**config.mk**
```make
export PLATFORM = sky130hd
export DESIGN_NAME = imem_scan_loader_flat
export DESIGN_NICKNAME = d
export VERILOG_FILES = /design/src/rtl/imem_scan_loader_if.sv /design/src/rtl/imem_scan_loader.sv /design/src/flat_wrapper.sv
export SDC_FILE = /design/constraint.sdc
export NUM_CORES = 1
export LEC_CHECK = 0
export CAP_MARGIN = 20
export CORE_ASPECT_RATIO = 1.75
export CORE_MARGIN = 4
export CORE_UTILIZATION = 26
export CTS_CLUSTER_SIZE = 14
export DETAILED_ROUTE_END_ITERATION = 10
export SETUP_SLACK_MARGIN = 0.4
export SKIP_LAST_GASP = 1
export SLEW_MARGIN = 0
export SYNTH_ARGS = -nofsm -noshare
export SYNTH_HDL_FRONTEND = slang
export SYNTH_SLANG_ARGS = --single-unit
```
**constraint.sdc**
```tcl
create_clock -name clk -period 4.6 [get_ports clk]
set_input_delay 0.92 -clock clk [delete_from_list [all_inputs] [get_ports clk]]
set_output_delay 0.92 -clock clk [all_outputs]
set_load 0.02 [all_outputs]
```
**src/rtl/imem_scan_loader_if.sv**
```systemverilog
// Scan-pin and IMEM write-port bundle for imem_scan_loader.
// The loader drives the master side; pins and memory sit on the slave side.
interface imem_scan_loader_if #(
   parameter int unsigned DATA_W = 32,
   parameter int unsigned LANES  = 1,
   parameter int unsigned ADDR_W = 10
);
   logic              scan_en;
   logic [LANES-1:0]  scan_in;
   logic              mem_we;
   logic [ADDR_W-1:0] mem_addr;
   logic [DATA_W-1:0] mem_wdata;
   logic              cpu_hold;
   logic              load_done;
   logic [ADDR_W:0]   word_count;
   logic [DATA_W-1:0] checksum;
   logic              overflow;

   modport master (
      input  scan_en, scan_in,
      output mem_we, mem_addr, mem_wdata, cpu_hold, load_done,
             word_count, checksum, overflow
   );

   modport slave (
      output scan_en, scan_in,
      input  mem_we, mem_addr, mem_wdata, cpu_hold, load_done,
             word_count, checksum, overflow
   );
endinterface

```
**src/rtl/imem_scan_loader.sv**
```systemverilog
// Serial scan loader: deserialises LSB-first multi-lane scan data into words
// and writes them to consecutive IMEM addresses while holding the core.
module imem_scan_loader #(
   parameter int unsigned DATA_W    = 32,
   parameter int unsigned LANES     = 1,
   parameter int unsigned ADDR_W    = 10,
   parameter int unsigned BASE_ADDR = 0
) (
   input  logic               clk,
   input  logic               Rst_n,
   imem_scan_loader_if.master bus
);
   localparam int unsigned BEATS  = DATA_W / LANES;
   localparam int unsigned BEAT_W = (BEATS > 1) ? $clog2(BEATS) : 1;
   localparam logic [BEAT_W-1:0] LAST_BEAT = BEAT_W'(BEATS - 1);
   localparam logic [ADDR_W:0]   CAPACITY  = {1'b1, {ADDR_W{1'b0}}};
   localparam logic [ADDR_W-1:0] BASE      = ADDR_W'(BASE_ADDR);

   if (DATA_W % LANES != 0) begin : g_lanes_chk
      $error("imem_scan_loader: DATA_W must be a multiple of LANES");
   end

   typedef enum logic [1:0] {IDLE, LOAD, DONE} state_t;

   state_t            state, state_next;
   logic [BEAT_W-1:0] beat;
   logic [DATA_W-1:0] shift;
   logic [ADDR_W-1:0] next_addr;

   logic              start_c, hold_c, done_c, word_c;
   logic [DATA_W-1:0] word_data_c;
   logic [ADDR_W:0]   wc_base_c;
   logic [DATA_W-1:0] cs_base_c;
   logic [ADDR_W-1:0] addr_base_c;

   // Next-state decode; a load may start from IDLE or directly out of DONE
   always_comb begin
      state_next = state;
      start_c    = 1'b0;
      case (state)
         IDLE: begin
            if (bus.scan_en) begin
               state_next = LOAD;
               start_c    = 1'b1;
            end
         end
         LOAD: begin
            if (!bus.scan_en) state_next = DONE;
         end
         DONE: begin
            if (bus.scan_en) begin
               state_next = LOAD;
               start_c    = 1'b1;
            end else begin
               state_next = IDLE;
            end
         end
         default: state_next = IDLE;
      endcase
      hold_c = (state_next != IDLE);
      done_c = (state_next == DONE);
   end

   // Current beat merged into the shift image; start of a load rebases the counters
   always_comb begin
      word_data_c = shift;
      word_data_c[beat*LANES +: LANES] = bus.scan_in;
      word_c      = bus.scan_en && (beat == LAST_BEAT);
      wc_base_c   = start_c ? '0   : bus.word_count;
      cs_base_c   = start_c ? '0   : bus.checksum;
      addr_base_c = start_c ? BASE : next_addr;
   end

   always_ff @(posedge clk or negedge Rst_n) begin
      if (!Rst_n) state <= IDLE;
      else        state <= state_next;
   end

   // mem_addr/mem_wdata double as the holding register so shifting never stalls
   always_ff @(posedge clk or negedge Rst_n) begin
      if (!Rst_n) begin
         beat           <= '0;
         shift          <= '0;
         next_addr      <= BASE;
         bus.mem_we     <= 1'b0;
         bus.mem_addr   <= BASE;
         bus.mem_wdata  <= '0;
         bus.cpu_hold   <= 1'b0;
         bus.load_done  <= 1'b0;
         bus.word_count <= '0;
         bus.checksum   <= '0;
         bus.overflow   <= 1'b0;
      end else begin
         bus.mem_we    <= 1'b0;
         bus.cpu_hold  <= hold_c;
         bus.load_done <= done_c;
         if (start_c) begin
            bus.word_count <= '0;
            bus.checksum   <= '0;
            bus.overflow   <= 1'b0;
            next_addr      <= BASE;
         end
         if (bus.scan_en) begin
            shift <= word_data_c;
            beat  <= (beat == LAST_BEAT) ? '0 : beat + 1'b1;
         end else begin
            beat  <= '0;
         end
         if (word_c) begin
            if (wc_base_c == CAPACITY) begin
               bus.overflow <= 1'b1;
            end else begin
               bus.mem_we     <= 1'b1;
               bus.mem_addr   <= addr_base_c;
               bus.mem_wdata  <= word_data_c;
               next_addr      <= addr_base_c + 1'b1;
               bus.word_count <= wc_base_c + 1'b1;
               bus.checksum   <= cs_base_c + word_data_c;
            end
         end
      end
   end
endmodule
```
**src/flat_wrapper.sv**
```systemverilog
// flat-port wrapper written by rule: the top's interface ports become plain ports
module imem_scan_loader_flat 
#(
   parameter int unsigned DATA_W    = 32,
   parameter int unsigned LANES     = 1,
   parameter int unsigned ADDR_W    = 10,
   parameter int unsigned BASE_ADDR = 0
)
  (clk, Rst_n, bus_scan_en, bus_scan_in, bus_mem_we, bus_mem_addr, bus_mem_wdata, bus_cpu_hold, bus_load_done, bus_word_count, bus_checksum, bus_overflow);
  imem_scan_loader_if #(.DATA_W(DATA_W), .LANES(LANES), .ADDR_W(ADDR_W)) bus_i ();
  input  logic clk;
  input  logic Rst_n;
  input wire logic [$bits(bus_i.scan_en)-1:0] bus_scan_en;
  input wire logic [$bits(bus_i.scan_in)-1:0] bus_scan_in;
  output wire logic [$bits(bus_i.mem_we)-1:0] bus_mem_we;
  output wire logic [$bits(bus_i.mem_addr)-1:0] bus_mem_addr;
  output wire logic [$bits(bus_i.mem_wdata)-1:0] bus_mem_wdata;
  output wire logic [$bits(bus_i.cpu_hold)-1:0] bus_cpu_hold;
  output wire logic [$bits(bus_i.load_done)-1:0] bus_load_done;
  output wire logic [$bits(bus_i.word_count)-1:0] bus_word_count;
  output wire logic [$bits(bus_i.checksum)-1:0] bus_checksum;
  output wire logic [$bits(bus_i.overflow)-1:0] bus_overflow;
  assign bus_i.scan_en = bus_scan_en;
  assign bus_i.scan_in = bus_scan_in;
  assign bus_mem_we = bus_i.mem_we;
  assign bus_mem_addr = bus_i.mem_addr;
  assign bus_mem_wdata = bus_i.mem_wdata;
  assign bus_cpu_hold = bus_i.cpu_hold;
  assign bus_load_done = bus_i.load_done;
  assign bus_word_count = bus_i.word_count;
  assign bus_checksum = bus_i.checksum;
  assign bus_overflow = bus_i.overflow;
  imem_scan_loader #(.DATA_W(DATA_W), .LANES(LANES), .ADDR_W(ADDR_W), .BASE_ADDR(BASE_ADDR)) u_core (.clk(clk), .Rst_n(Rst_n), .bus(bus_i));
endmodule
```
==> metrics.txt, run 1 <==
vias in the first global route=approximately 6600; Clock Sinks=between 100 and 150; drt drc=0; M2 GR Usage=0.245; most frequent cell after synthesis=dfrtp_1; setup ws final=0.518 ns; dpl hpwl=16500 um; area of the mapped netlist=between 0.007 and 0.008 sq mm; register bit count reported by yosys=between 100 and 150; Post-synth top cells=dfrtp_1 (138), nand2_1 (123), nor2_1 (78), o21ai_0 (74), a21oi_1 (64); vias=roughly 6500; Synth area leaders=dfrtp_1 (44%), ha_1 (6.6%), nand2_1 (5.9%); CP Capture Type=flip-flop; CTS tree=done; first-pass GRT wire length=35900 um; post-route antenna net violation count=0; outcome=complete, no violations; Via density=roughly 4.6; Cell Rows=a little over 80; GRT Resource Usage Total=0.139; Die Y=between 200 and 250 um; cell taking the most area after synthesis=dfrtp_1; Net Count, Synth=roughly 900; CTS buffer count=17; top cell type's share of synthesized area=0.443; layout cells sized above 1=0.154; I/O pins=just over 90; largest net degree at the start of global routing=143; peak supply drop=266 uV; final WL=between 20000 and 25000 um; Slew @ Worst Pin=roughly 1.0 ns; crit path max fanout=6; synthesis-to-finish area growth=32.7%; Hold Crit Class=flip-flop to flip-flop; share of the clock period used by the worst path=0.887; Main synth FF type=dfrtp_1; clock slew at reported path FFs=0.06 ns; FF-to-FF setup slack=0.52 ns; I/O Buffers=between 90 and 100; Fin. Hold Viols=0; Chip Width=139 um; Max Cap Violations=0; Detailed Routing Iterations Pass 1=5; fmax=about 250 MHz; Hold WS=roughly 0.47 ns; Distinct cells, synth=60; cts hold-fix bufs=0; Worst setup SP type=flip-flop; met3 usage=0.0329; GR Util met1=0.148; Slew headroom=0.327; Core Box Area=~0.03 sq mm; final setup vio count=0; Root Buffer=clkbuf_16; WS Path Type=flip-flop to flip-flop; Lkg Pwr=about 4.7 nW; H-Tree Depth=4; Post-synth EDFFs=0; initial core utilization=0.264; maximum root-to-sink buffer count=2; PwrDens=about 330 mW/mm^2; antenna cells=0; cell count after synthesis=between 800 and 900; Final Max Slew Viols=0; Final Skew=between 0.02 and 0.025 ns; Setup WS pre-CTS=-0.0184 ns; latest clock arrival within the worst-skew pair=about 0.45 ns; Seq/Total Area, Yosys=0.443; total congestion overflow=0; fillers=3067; die area=between 0.03 and 0.04 sq mm; register area=between 0.003 and 0.004 sq mm; Syn Area/Cell=around 9.0 sq um; Avg WL per Cell=15.9 um; min Tclk post-route=~4.1 ns; fin nets=roughly 1100; RSZ-0062 raised after global routing=yes; initial antenna violation count=0; Final Wtd Congestion=approximately 0.91; 1st-iter DRT viols=between 300 and 400; Post-synth ARST share=1.00; WP data arrival=between 4 and 5 ns; critical path required time=a little under 5 ns; busiest grt layer=met2; YS warnings=0; multi-input logic area=between 0.004 and 0.005 sq mm
[cells in the final DEF, fill, tap and decap left out, types with 3 or more instances in the layout]
cell	netlist	final
nor2b_1	10	9
xor2_1	28	28
nand2b_1	4	3
inv_2	1	4
a21oi_1	64	60
nand4_1	8	8
or3_1	3	3
buf_4	0	73
nor3b_1	4	3
a21oi_2	2	6
and3_1	17	16
ha_1	41	38
nand3_1	25	24
clkbuf_16	0	17
dfrtp_1	138	137
nor2_1	78	77
o211ai_1	3	3
o21ai_1	7	5
o21ai_0	74	72
a21o_1	17	17
mux2i_1	33	27
o21a_1	3	3
and2_1	32	32
nor3_1	6	6
clkinv_2	0	4
mux2i_2	0	6
nand2_1	123	122
bufinv_16	0	3
o21ai_2	2	5
xnor2_1	21	19
clkdlybuf4s50_1	0	90
inv_1	46	43
[cells by family (layout without fill, tap and decap cells)]
logic type | Yosys count | after routing | share of synthesized area
muxes | 35 | 35 | 0.0453
adders and majority gates | 42 | 42 | 0.0684
xor gates and xnor gates | 49 | 49 | 0.0551
DFF | 138 | 138 | 0.443
AOI/OAI and AO/OA | 194 | 194 | 0.150
buffers and inverters | 88 | 245 | 0.0456
and+or+nand+nor | 321 | 321 | 0.192
[registers in the layout, summed over array words and instances (netlist names)]
signal	count
u_core.bus.word_count	11
u_core.shift	32
u_core.bus.cpu_hold	1
u_core.beat	5
u_core.bus.mem_wdata	32
u_core.bus.mem_we	1
u_core.next_addr	10
u_core.bus.checksum	32
u_core.bus.mem_addr	10
u_core.state	2
u_core.bus.overflow	1
u_core.bus.load_done	1
[layout make-up]
| type | instances | share of cell area |
|---|---|---|
| inverter | 47 | 0.0171 |
| clock inverter | 11 | 0.0139 |
| tap | 382 | 0.0462 |
| sequential | 138 | 0.334 |
| timing repair buffer | 166 | 0.144 |
| clock buffer | 21 | 0.0445 |
| multi-input combinational | 641 | 0.400 |
[report_power, final]
part           internal (W)  switching [W]
Clock              0.000880       0.000546
Sequential          0.00128      0.0000395
Combinational      0.000295       0.000422
[metal layers]
| metal | routed length (um) | vias to the layer above |
|---|---|---|
| met1 | 8540 | 3064 |
| met2 | 11800 | 135 |
| met3 | 892 | 47 |
| li1 | - | 3226 |
| met4 | 1120 | 0 |
| met5 | 0 | - |
[final timing paths]
check                                       start                       end  depth (start not counted)
setup / recovery                   u_core.beat[1]   u_core.bus.checksum[22]                         21
setup reg to reg                   u_core.beat[1]   u_core.bus.checksum[22]                         21
hold / removal             u_core.bus.mem_addr[9]    u_core.bus.mem_addr[9]                          2
min in group asynchronous                   Rst_n      u_core.bus.load_done                          1
hold reg to reg            u_core.bus.mem_addr[9]    u_core.bus.mem_addr[9]                          2
max in group asynchronous                   Rst_n  u_core.bus.word_count[5]                          2
[repair_timing]
| item | in CTS | in global routing |
|---|---|---|
| gates cloned | 0 | 0 |
| endpoints found under the setup margin | 14 | 15 |
| setup buffers | 6 | 3 |
| resized for setup | 16 | 23 |
| pin swaps | 16 | 17 |
[worst max-delay path, stage by stage (launching register included)]
cell and delay, ns:
dfrtp_1 0.40, inv_2 0.10, ha_4 0.13, nor3b_4 0.20, ha_4 0.25, nor4bb_2 0.28, nand4_1 0.16, nor2_2 0.14
mux2i_2 0.28, inv_1 0.08, ha_2 0.19, inv_2 0.05, fa_2 0.20, nor2b_1 0.05, o21ai_2 0.15, a21oi_2 0.09
o21ai_2 0.21, a22oi_4 0.11, a2111oi_4 0.45, buf_4 0.19, xor2_1 0.15, o21ai_1 0.07
[through the flow]
stage / cells / utilization / TNS, ns / instance area (sq um) / power [W]
floorplan: 867 / - / 0 / 7790 / 0.00174
global placement: 1365 / 0.323 / 0 / 9510 / 0.00201
detailed placement: 1365 / 0.323 / -0.0184 / 9510 / 0.00202
CTS: 1403 / 0.346 / 0 / 10200 / 0.00348
global route: 1406 / 0.351 / 0 / 10300 / 0.00365
finish: 1406 / 0.351 / 0 / 10300 / 0.00346
Power figures use the tool's default switching activity.
==> inputs of run 2 (changes only) <==
Settings changed: ABC_AREA set to 1.
==> metrics.txt, run 2 <==
outcome=complete, no violations; Distinct cells, synth=31; critical path required time=4.94 ns; Via density=4.48; Core Box Area=0.0345 sq mm; top cell type's share of synthesized area=0.381; peak supply drop=approximately 200 uV; register bit count reported by yosys=between 100 and 150; first-pass GRT wire length=between 40000 and 50000 um; Main synth FF type=dfrtp_1; WP data arrival=about 4.3 ns; fillers=3774; max incr delay on CP=0.48 ns; 1st-iter DRT viols=663; min Tclk post-route=between 3 and 4 ns; I/O Buffers=92; met3 usage=0.0200; hold path depth=1; M2 GR Usage=0.301; initial core utilization=0.263; layout cells sized above 1=0.0620; latest clock arrival within the worst-skew pair=around 0.45 ns; share of the clock period used by the worst path=0.858; antenna cells=0; post-route antenna net violation count=0; Hold Startpoint=u_core.state[1]; FF-to-FF setup slack=between 0.6 and 0.7 ns; Synth area leaders=dfrtp_1 (38%), nand2_1 (19%), inv_1 (9.9%); CTS buffer count=17; Slew @ Worst Pin=0.817 ns; clock slew at reported path FFs=about 0.06 ns; final setup vio count=0; cell count after synthesis=around 1400; PwrDens=just over 300 mW/mm^2; register area=0.00346 sq mm; crit path max fanout=11; most frequent cell after synthesis=nand2_1; die area=0.0380 sq mm; Crit path max-delay family=simple AND/OR/NAND/NOR gates; Seq/Total Area, Yosys=0.381; vias in the first global route=roughly 8600; initial antenna violation count=0; Net Count, Synth=approximately 1400; Layout Utilization=0.327; setup_tns=0 ns; GRT Resource Usage Total=0.158; cts hold-fix bufs=0; most common cell after layout, fill and taps aside=nand2_1; Post-synth ARST share=1.00; Inst Count DP=~1900; drt drc=0; Final Skew=between 0.01 and 0.015 ns; RSZ-0062 raised after global routing=no; vias=between 8000 and 9000; worst r2r src=u_core.beat[0]; R2R Path End=u_core.bus.checksum[28]; Final Max Slew Viols=0; Post-synth EDFFs=0; Final Wtd Congestion=approximately 0.98; fin nets=around 1500; non-filler cells, final=~1900; Worst Path Buf+Inv=5; total congestion overflow=0; CP Capture Type=flip-flop; busiest grt layer=met2; Chip Width=roughly 150 um; cell taking the most area after synthesis=dfrtp_1; CP max-delay cell=dfrtp_2; area of the mapped netlist=slightly above 0.009 sq mm; leading cell types in the layout, fill and taps excluded=nand2_1 (466), inv_1 (238), dfrtp_1 (136), nor2_1 (133), clkdlybuf4s50_1 (91); fmax=253 MHz; Detailed Routing Iterations Pass 1=5; CP cell instances=inv_2, ha_2, nand2_1, nor2_1, ha_1, inv_1, buf_4, nand2_1, inv_1, nand2_1, nor2_4, nand2_1, o21ai_1, inv_1, ha_2, nand2_1, nor2_1, nand2_1, nor3_1, nand2_1, nand2_1, nand2_1, nand3_1, nand2_1; Hold Crit Class=flip-flop to flip-flop; Die Y=roughly 250 um; multi-input logic area=approximately 0.0046 sq mm; Post-synth top cells=nand2_1 (467), inv_1 (240), dfrtp_1 (138), nor2_1 (137), o21ai_0 (81); H-Tree Depth=4; CTS tree=done; WS Path Type=flip-flop to flip-flop; YS warnings=0; cells on worst reg2reg path=24; largest registers=u_core.bus.checksum: 32 flops, u_core.bus.mem_wdata: 32 flops, u_core.shift: 32 flops; Clock Sinks=138; placed cell areas=~0.011 sq mm; Cell Rows=90; final WL=around 30000 um; Fin. Hold Viols=0; synthesis-to-finish area growth=24.6%; largest net degree at the start of global routing=slightly above 90; Worst setup SP type=flip-flop; I/O pins=93; Finished Cell Area=approximately 0.011 sq mm; maximum root-to-sink buffer count=2; Hold EP=u_core.state[0]; Root Buffer=clkbuf_16; dpl hpwl=between 20000 and 25000 um; Max Cap Violations=0; Lkg Pwr=about 6.0 nW; Syn Area/Cell=6.63 sq um; Avg WL per Cell=15.3 um; Crit path top cell by count=nand2_1; GR Util met1=0.159; Slew headroom=0.455
## run 2: metrics by stage
step	hold slack [ns]	setup WS (ns)	power [W]
finish	0.445	0.653	0.00345
global route	0.465	0.386	0.00362
CTS	0.449	0.396	0.00347
detailed placement	0.438	0.352	0.00202
global placement	0.443	0.385	0.00202
floorplan	0.416	1.05	0.00176
## run 2: what timing repair did
action / in CTS / in global routing
setup endpoints to repair: 1 / 22
resized for setup: 2 / 21
pin swaps: 0 / 1
setup buffers: 0 / 3
## run 2: cell type report
class | instances | area share
Clock inverter | 13 | 0.0138
Multi-Input combinational cell | 948 | 0.405
Tap cell | 460 | 0.0510
Sequential cell | 138 | 0.306
Clock buffer | 19 | 0.0401
Timing Repair Buffer | 122 | 0.103
Inverter | 244 | 0.0812
## run 2: worst max path at each step
stage	endpoint	slack, ns	from	cells after the start
2_1_floorplan	u_core.bus.checksum[30]	1.05	u_core.beat[0]	24
3_3_place_gp	u_core.bus.checksum[28]	0.39	u_core.beat[0]	24
3_5_place_dp	u_core.bus.checksum[28]	0.35	u_core.beat[0]	24
5_1_grt	u_core.bus.checksum[28]	0.39	u_core.beat[0]	24
4_1_cts	u_core.bus.checksum[26]	0.40	u_core.beat[0]	24
6_report	u_core.bus.checksum[28]	0.65	u_core.beat[0]	24
## run 2: logic make-up after synthesis
| kind of cell | Yosys count | share of synthesized area |
|---|---|---|
| xor+xnor | 28 | 0.0279 |
| simple gates | 725 | 0.324 |
| fa+ha+maj | 42 | 0.0588 |
| buf+inv | 280 | 0.120 |
| flops | 138 | 0.381 |
| compound gates | 153 | 0.0877 |
## run 2: routing by layer
layer	vias to the layer above	part of all wire
li1	4400	-
met1	4035	0.37
met2	192	0.54
met3	78	0.029
met4	0	0.062
met5	-	0
## run 2: power by group
group / switching, W / leakage, nW / internal, W
clock network: 0.000592 / 0.290 / 0.000840
logic: 0.000470 / 3.77 / 0.000219
registers: 0.0000402 / 1.90 / 0.00129
==> inputs of run 3 (changes only) <==
Settings changed: CORE_UTILIZATION 26 to 40.
==> metrics.txt, run 3 (synthesis results as in run 2) <==
peak supply drop=256 uV; I/O Buffers=92; layout cells sized above 1=0.0585; CTS buffer count=17; 1st-iter DRT viols=444; initial antenna violation count=0; synthesis-to-finish area growth=22.0%; I/O pins=93; WP data arrival=4.24 ns; fmax=between 200 and 300 MHz; Root Buffer=clkbuf_16; Core Box Area=~0.022 sq mm; dpl hpwl=roughly 22000 um; post-route antenna net violation count=0; Chip Width=122 um; maximum root-to-sink buffer count=2; R2R Path End=u_core.bus.checksum[30]; Cell Rows=72; die area=between 0.02 and 0.03 sq mm; first-pass GRT wire length=between 40000 and 50000 um; vias=around 8600; critical path required time=~4.9 ns; min Tclk post-route=3.91 ns; Inst Count DP=roughly 1800; final setup vio count=0; cts hold-fix bufs=0; Detailed Routing Iterations Pass 1=5; share of the clock period used by the worst path=0.850; Slew @ Worst Pin=about 0.71 ns; non-filler cells, final=approximately 1800; Layout Utilization=0.499; Worst Path Buf+Inv=5; Clock Sinks=138; Hold Startpoint=u_core.state[1]; GRT Resource Usage Total=0.227; outcome=complete, no violations; fillers=between 2000 and 2500; Via density=4.84; Crit path max-delay family=simple AND/OR/NAND/NOR gates; cells on worst reg2reg path=25; post-CTS setup buffer count=0; antenna cells=0; Final Skew=roughly 0.0092 ns; Lkg Pwr=5.96 nW; max incr delay on CP=around 0.47 ns; largest registers=u_core.bus.checksum: 32 flops, u_core.bus.mem_wdata: 32 flops, u_core.shift: 32 flops; final WL=~28000 um; H-Tree Depth=4; largest net degree at the start of global routing=77; Hold EP=u_core.state[0]; leading cell types in the layout, fill and taps excluded=nand2_1 (467), inv_1 (238), nor2_1 (137), dfrtp_1 (137), clkdlybuf4s50_1 (91); latest clock arrival within the worst-skew pair=about 0.44 ns; Final Wtd Congestion=0.977; CTS tree=done; worst r2r src=u_core.beat[0]; drt drc=0; total congestion overflow=0; Slew headroom=0.526; Die Y=roughly 210 um; Avg WL per Cell=roughly 15 um; CP max-delay cell=dfrtp_2; clock slew at reported path FFs=about 0.060 ns; hold path depth=1; initial core utilization=0.409; setup_tns=0 ns; vias in the first global route=~8500; Worst setup SP type=flip-flop; CP Capture Type=flip-flop; FF-to-FF setup slack=about 0.7 ns; Final Max Slew Viols=0; Crit path top cell by count=nand2_1; PwrDens=between 300 and 400 mW/mm^2; Max Cap Violations=0; Fin. Hold Viols=0; WS Path Type=flip-flop to flip-flop; most common cell after layout, fill and taps aside=nand2_1; fin nets=roughly 1500; crit path max fanout=12; Hold Crit Class=flip-flop to flip-flop; RSZ-0062 raised after global routing=yes
==> run 3: per-layer routing <==
| metal | GRT usage | vias up | wire length, um |
|---|---|---|---|
| met4 | 0.123 | 0 | 1470 |
| met1 | 0.254 | 3950 | 10700 |
| met5 | 0 | - | 0 |
| li1 | - | 4406 | - |
| met2 | 0.408 | 188 | 14600 |
| met3 | 0.0317 | 74 | 862 |
==> run 3: worst max-delay path by stage <==
stage                        start                      end  slack, ns  cells after the start
finish              u_core.beat[0]  u_core.bus.checksum[30]       0.69                     25
global placement    u_core.beat[0]  u_core.bus.checksum[30]       0.39                     25
detailed placement  u_core.beat[0]  u_core.bus.checksum[30]       0.24                     25
global route        u_core.beat[0]  u_core.bus.checksum[30]       0.37                     25
floorplan           u_core.beat[0]  u_core.bus.checksum[30]       1.05                     24
CTS                 u_core.beat[0]  u_core.bus.checksum[30]       0.43                     25
==> run 3: final cells by class <==
class / count / area, sq um / area share
Timing Repair Buffer: 124 / 1190 / 0.107
Clock buffer: 19 / 443 / 0.0401
Multi-Input combinational cell: 948 / 4530 / 0.410
Inverter: 244 / 918 / 0.0831
Clock inverter: 13 / 144 / 0.0130
Tap cell: 296 / 370 / 0.0335
Sequential cell: 138 / 3450 / 0.313
==> run 3: timing repair <==
item | 4_1_cts | 5_1_grt
setup endpoints to repair | 8 | 23
gates resized for setup | 2 | 10
gates cloned | 0 | 0
==> run 3: where the power goes <==
group          switching, W  internal [W]  total, W  leakage [nW]
clock network      0.000563      0.000817   0.00138         0.282
logic              0.000447      0.000226  0.000673          3.78
registers         0.0000382       0.00129   0.00133          1.90
total               0.00105       0.00233   0.00338          5.96
==> run 3: through the flow <==
stage | power [W] | hold WS, ns | setup slack, ns | cell area [sq um]
3_5_place_dp | 0.00202 | 0.454 | 0.244 | 10400
6_report | 0.00338 | 0.460 | 0.688 | 11000
4_1_cts | 0.00341 | 0.464 | 0.431 | 11000
2_1_floorplan | 0.00176 | 0.416 | 1.05 | 9060
3_3_place_gp | 0.00201 | 0.447 | 0.389 | 10400
5_1_grt | 0.00356 | 0.498 | 0.372 | 11000
==> RTL edit 1, RTL diff (flow settings as in run 3) <==
Encoding of `state_t`: now one-hot (3 bits for 3 states).
--- a/src/rtl/imem_scan_loader.sv
+++ b/src/rtl/imem_scan_loader.sv
@@ -21,5 +21,5 @@
    end
 
-   typedef enum logic [1:0] {IDLE, LOAD, DONE} state_t;
+   typedef enum logic [2:0] {IDLE = 3'b001, LOAD = 3'b010, DONE = 3'b100} state_t;
 
    state_t            state, state_next;
Formal check against the unedited RTL: same outputs for any inputs over 10 cycles, from zero or initial values and one cycle with Rst_n low; not proved beyond that.
==> RTL edit 1 against run 3 <==
- setup slack better by 0.039 ns
- wire length fell by 0.54%
- critical path depth shrank 2
- synthesized area is 2.9% lower
- die area is 2.8% lower
- worst hold slack better by 0.0077 ns
- via count fell by 4.3%
- power rose by 8.6%
- sequential cell count up 1
- first-iteration DRC count is 0.68% higher
- final area shrank 1.6%
- critical path type unchanged
==> RTL edit 1: results (changes against run 3) <==
Parameter                              Value

Finish
  Layout cell share with drive strength beyond 1 ... 6.19% (+0.34 points)
  Count of nets after finishing ... 1422 (-6.4%)
  Number of fillers in the final layout ... 2194 (-5.6%)

Pwr
  Max IR drop VDD ... 0.196 mV (-23%)
  Leak pwr ... 5.85 nW (-1.9%)

Global routing
  First-pass GRT wire length ... 44.1 mm (-0.75%)
  Maximum number of pins on one net before global-route repair ... 79 (+2.6%)

Yosys
  Proportion of synthesized chip area in sequential cells ... 39.6% (+1.4 points)
  Syn Area/Cell ... 6.93 µm² (+4.6%)
  Synth unique cells ... 42 (+35%)
  Top cells by area, synth ... sky130_fd_sc_hd__dfrtp_1 (39%), sky130_fd_sc_hd__nand2_1 (19%), sky130_fd_sc_hd__inv_1 (8.2%)
  Most used standard cells in the synthesized netlist ... sky130_fd_sc_hd__nand2_1 (444), sky130_fd_sc_hd__inv_1 (192), sky130_fd_sc_hd__dfrtp_1 (138)
  Number of nets in the synthesized netlist ... 1314 (-6.9%)

Placement
  Port Buffer Count ... 92 (unchanged)
  Total placed cells including tap cells ... 1649 (-5.8%)
  Placer Congestion ... 0.956 (-2.1%)
  Instance area at placement ... 10200 µm² (-2.6%)

Drt
  Met3 wire length ... 914 µm (+6.0%)
  Number of design-rule violations left by the first detailed-router iteration ... 447 (+0.68%)
  Met2 Wirelength ... 14.3 mm (-2.0%)
  WL met1 ... 10.6 mm (-0.82%)
  Detailed-route vias per instance ... 4.91 (+1.5%)
  Detailed Route WL ... 27.5 mm (-0.54%)

Setup path
  Data arrival, critical path ... 4.21 ns (-0.03 ns)
  Top cell family by delay on the critical path ... simple AND/OR/NAND/NOR gates

Timing
  Layout Skew ... 0.00768 ns (-0.00153 ns)
  Max transition margin ... 59.3% (+6.7 points)

Status
  Outcome ... complete, no violations

Worst hold path
  Worst min-delay path class ... reg2reg
-- RTL edit 1: changes by cell type after synthesis, moves of 3 or more --
cell	run 3	this run
sky130_fd_sc_hd__inv_1	240	192
sky130_fd_sc_hd__nor2_1	137	95
sky130_fd_sc_hd__nand2_1	467	444
sky130_fd_sc_hd__a21oi_1	35	51
sky130_fd_sc_hd__nand3_1	72	56
sky130_fd_sc_hd__o21ai_0	81	91
sky130_fd_sc_hd__and2_1	8	2
sky130_fd_sc_hd__clkbuf_1	14	8
sky130_fd_sc_hd__o21ai_1	29	23
sky130_fd_sc_hd__nand4_1	14	18
sky130_fd_sc_hd__nor3_1	12	16
sky130_fd_sc_hd__xor2_1	16	19
-- RTL edit 1: cell families (layout without fill, tap and decap cells) --
family / count (synthesis) / count (layout) / share of synthesized area, %
XOR/XNOR: 33 / 33 / 3.37
AO/OA/AOI/OAI: 179 / 179 / 10.7
AND/OR/NAND/NOR: 646 / 646 / 29.9
buffers and inverters: 229 / 350 / 10.4
flip-flops: 139 / 139 / 39.6
adder cells (fa/ha/maj): 42 / 42 / 6.06
-- RTL edit 1: through the flow --
| step | power (mW) | worst slack, ns |
|---|---|---|
| after detailed placement | 2.11 | 0.370 |
| after global routing | 3.86 | 0.396 |
| final | 3.67 | 0.727 |
| after CTS | 3.71 | 0.439 |
| after global placement | 2.10 | 0.451 |
| after floorplan | 1.79 | 0.988 |
-- RTL edit 1: per-layer routing --
| metal | GRT usage [%] | vias up |
|---|---|---|
| met4 | 14.5 | 0 |
| met2 | 42.3 | 202 |
| met1 | 25.2 | 3792 |
| li1 | - | 4192 |
| met5 | 0 | - |
| met3 | 3.46 | 63 |
-- RTL edit 1: layout make-up --
class,instances,area (µm²),area share [%]
inverters,196,738,6.79
repair buffers,122,1180,10.9
well taps,292,365,3.36
clock inverters,14,241,2.22
clock buffers,18,429,3.95
multi-input cells,900,4430,40.8
flip-flops and latches,139,3480,32.0
-- RTL edit 1: final timing paths --
path,start,endpoint,slack (ns),depth (start not counted)
max in group asynchronous,Rst_n,u_core.next_addr[2],3.28,2
max,u_core.beat[0],u_core.bus.checksum[31],0.73,23
max reg2reg,u_core.beat[0],u_core.bus.checksum[31],0.73,23
min in group asynchronous,Rst_n,u_core.bus.mem_wdata[23],0.48,1
min reg2reg,u_core.bus.mem_addr[0],u_core.bus.mem_addr[0],0.47,2
min,u_core.bus.mem_addr[0],u_core.bus.mem_addr[0],0.47,2
-- RTL edit 1: report_power, final --
part	internal, mW	switching (mW)
clock network	1.02	0.563
registers	1.30	0.0381
logic	0.253	0.497
total	2.57	1.10
-- RTL edit 1: timing repair --
item	4_1_cts	5_1_grt
resized for setup	2	11
setup endpoints to repair	1	24
hold endpoints to repair	0	0
==> RTL edit 2, RTL diff (settings of run 3) <==
Made on the original files. `ADDR_W` is set to 10 in 3 places; all go to 11.
--- a/src/rtl/imem_scan_loader_if.sv
+++ b/src/rtl/imem_scan_loader_if.sv
@@ -4,5 +4,5 @@
    parameter int unsigned DATA_W = 32,
    parameter int unsigned LANES  = 1,
-   parameter int unsigned ADDR_W = 10
+   parameter int unsigned ADDR_W = 11
 );
    logic              scan_en;
--- a/src/rtl/imem_scan_loader.sv
+++ b/src/rtl/imem_scan_loader.sv
@@ -4,5 +4,5 @@
    parameter int unsigned DATA_W    = 32,
    parameter int unsigned LANES     = 1,
-   parameter int unsigned ADDR_W    = 10,
+   parameter int unsigned ADDR_W    = 11,
    parameter int unsigned BASE_ADDR = 0
 ) (
--- a/src/flat_wrapper.sv
+++ b/src/flat_wrapper.sv
@@ -4,5 +4,5 @@
    parameter int unsigned DATA_W    = 32,
    parameter int unsigned LANES     = 1,
-   parameter int unsigned ADDR_W    = 10,
+   parameter int unsigned ADDR_W    = 11,
    parameter int unsigned BASE_ADDR = 0
 )
Interface: changed (resized bus_mem_addr and bus_word_count); port bits go from 93 to 95. The function was not compared with the original's and may differ.
==> RTL edit 2 against run 3 <==
- final cell count is 3.6% lower
- synthesized area rose by 0.11%
- global-route usage increased by 1.0 points
- highest routed layer unchanged
- largest power group unchanged
- final area up 0.19%
- non-clock buffer count grew 3
- sequential cell count increased by 3
- count of clock-buffer cells in the layout is 2 lower
- wire length up 5.0%
- clock skew down 0.00089 ns
- die area up 0.11%
- critical endpoint is now u_core.bus.checksum[20]
- power shrank 1.3%
- setup slack got worse by 0.065 ns
- critical path depth shrank 4
- first-iteration DRC count down 5.0%
==> RTL edit 2: results (changes against run 3) <==
Parameter                              Value

Timing
  Measured slew at the worst slew-check pin ... 0.927 ns (+0.217 ns)
  Layout Skew ... 0.00832 ns (-0.000890 ns)
  Fin Hold WS ... 0.446 ns (-0.0137 ns)

Global routing
  Maximum number of pins on one net before global-route repair ... 115 (+49%)
  Met1 track demand over resource in global routing ... 25.1% (-0.34 points)
  Vias in the first global route ... 8639 (+2.1%)
  First-pass GRT wire length ... 46.2 mm (+3.9%)
  Routing usage on met2 ... 42.8% (+2.0 points)

Pwr
  Max IR drop VDD ... 0.247 mV (-3.5%)
  Comb power frac ... 18.7% (-1.2 points)
  Switching power ... 1.03 mW (-1.4%)

Placement
  Instance area at placement ... 10400 µm² (-0.55%)
  Detailed-placement wirelength estimate ... 22.3 mm (+3.1%)
  Pre-CTS setup slack ... 0.296 ns (+0.0522 ns)

Drt
  WL met1 ... 10.9 mm (+1.7%)
  Detailed Route WL ... 29.0 mm (+5.0%)
  Total via count in the routed design ... 8503 (-1.3%)
  Number of design-rule violations left by the first detailed-router iteration ... 422 (-5.0%)

Setup path
  Register-to-register setup slack ... 0.62 ns (-0.06 ns)
  Critical R2R Capture ... u_core.bus.checksum[20]
  Largest driver fanout on the critical path ... 8 (-4)
  Slowest cell delay on critical path ... 0.44 ns (-0.03 ns)

Finish
  Count of nets after finishing ... 1452 (-4.4%)
  Layout cell share with drive strength beyond 1 ... 9.21% (+3.4 points)

Yosys
  Most used standard cells in the synthesized netlist ... sky130_fd_sc_hd__nand2_1 (393), sky130_fd_sc_hd__inv_1 (211), sky130_fd_sc_hd__dfrtp_1 (141)
  Synth unique cells ... 42 (+35%)

Status
  Outcome ... complete, no violations
==> RTL edit 2: kinds of logic (layout without fill, tap and decap cells) <==
logic type,after synthesis,in the layout,share of synthesized area (%)
AOI/OAI and AO/OA,188,188,10.8
DFF,141,141,38.9
xor gates and xnor gates,30,30,2.98
buffers and inverters,254,378,11.7
and+or+nand+nor,646,646,30.1
adders and majority gates,39,39,5.46
==> RTL edit 2: area by class of cell <==
class / count / area [µm²]
fill: 2338 / 11200
multi-input combinational: 903 / 4560
sequential: 141 / 3530
timing repair buffer: 127 / 1210
inverter: 219 / 822
clock buffer: 17 / 425
tap: 296 / 370
clock inverter: 15 / 146
==> RTL edit 2: stage by stage <==
stage / util [%] / cells
floorplan: - / 1298
global placement: 46.7 / 1682
detailed placement: 46.7 / 1682
CTS: 49.2 / 1714
global route: 49.7 / 1718
finish: 49.7 / 1718
==> RTL edit 2: timing repair <==
item,CTS,global route
pin swaps,0,2
endpoints found under the setup margin,10,22
setup buffers,0,4
resized for setup,2,28
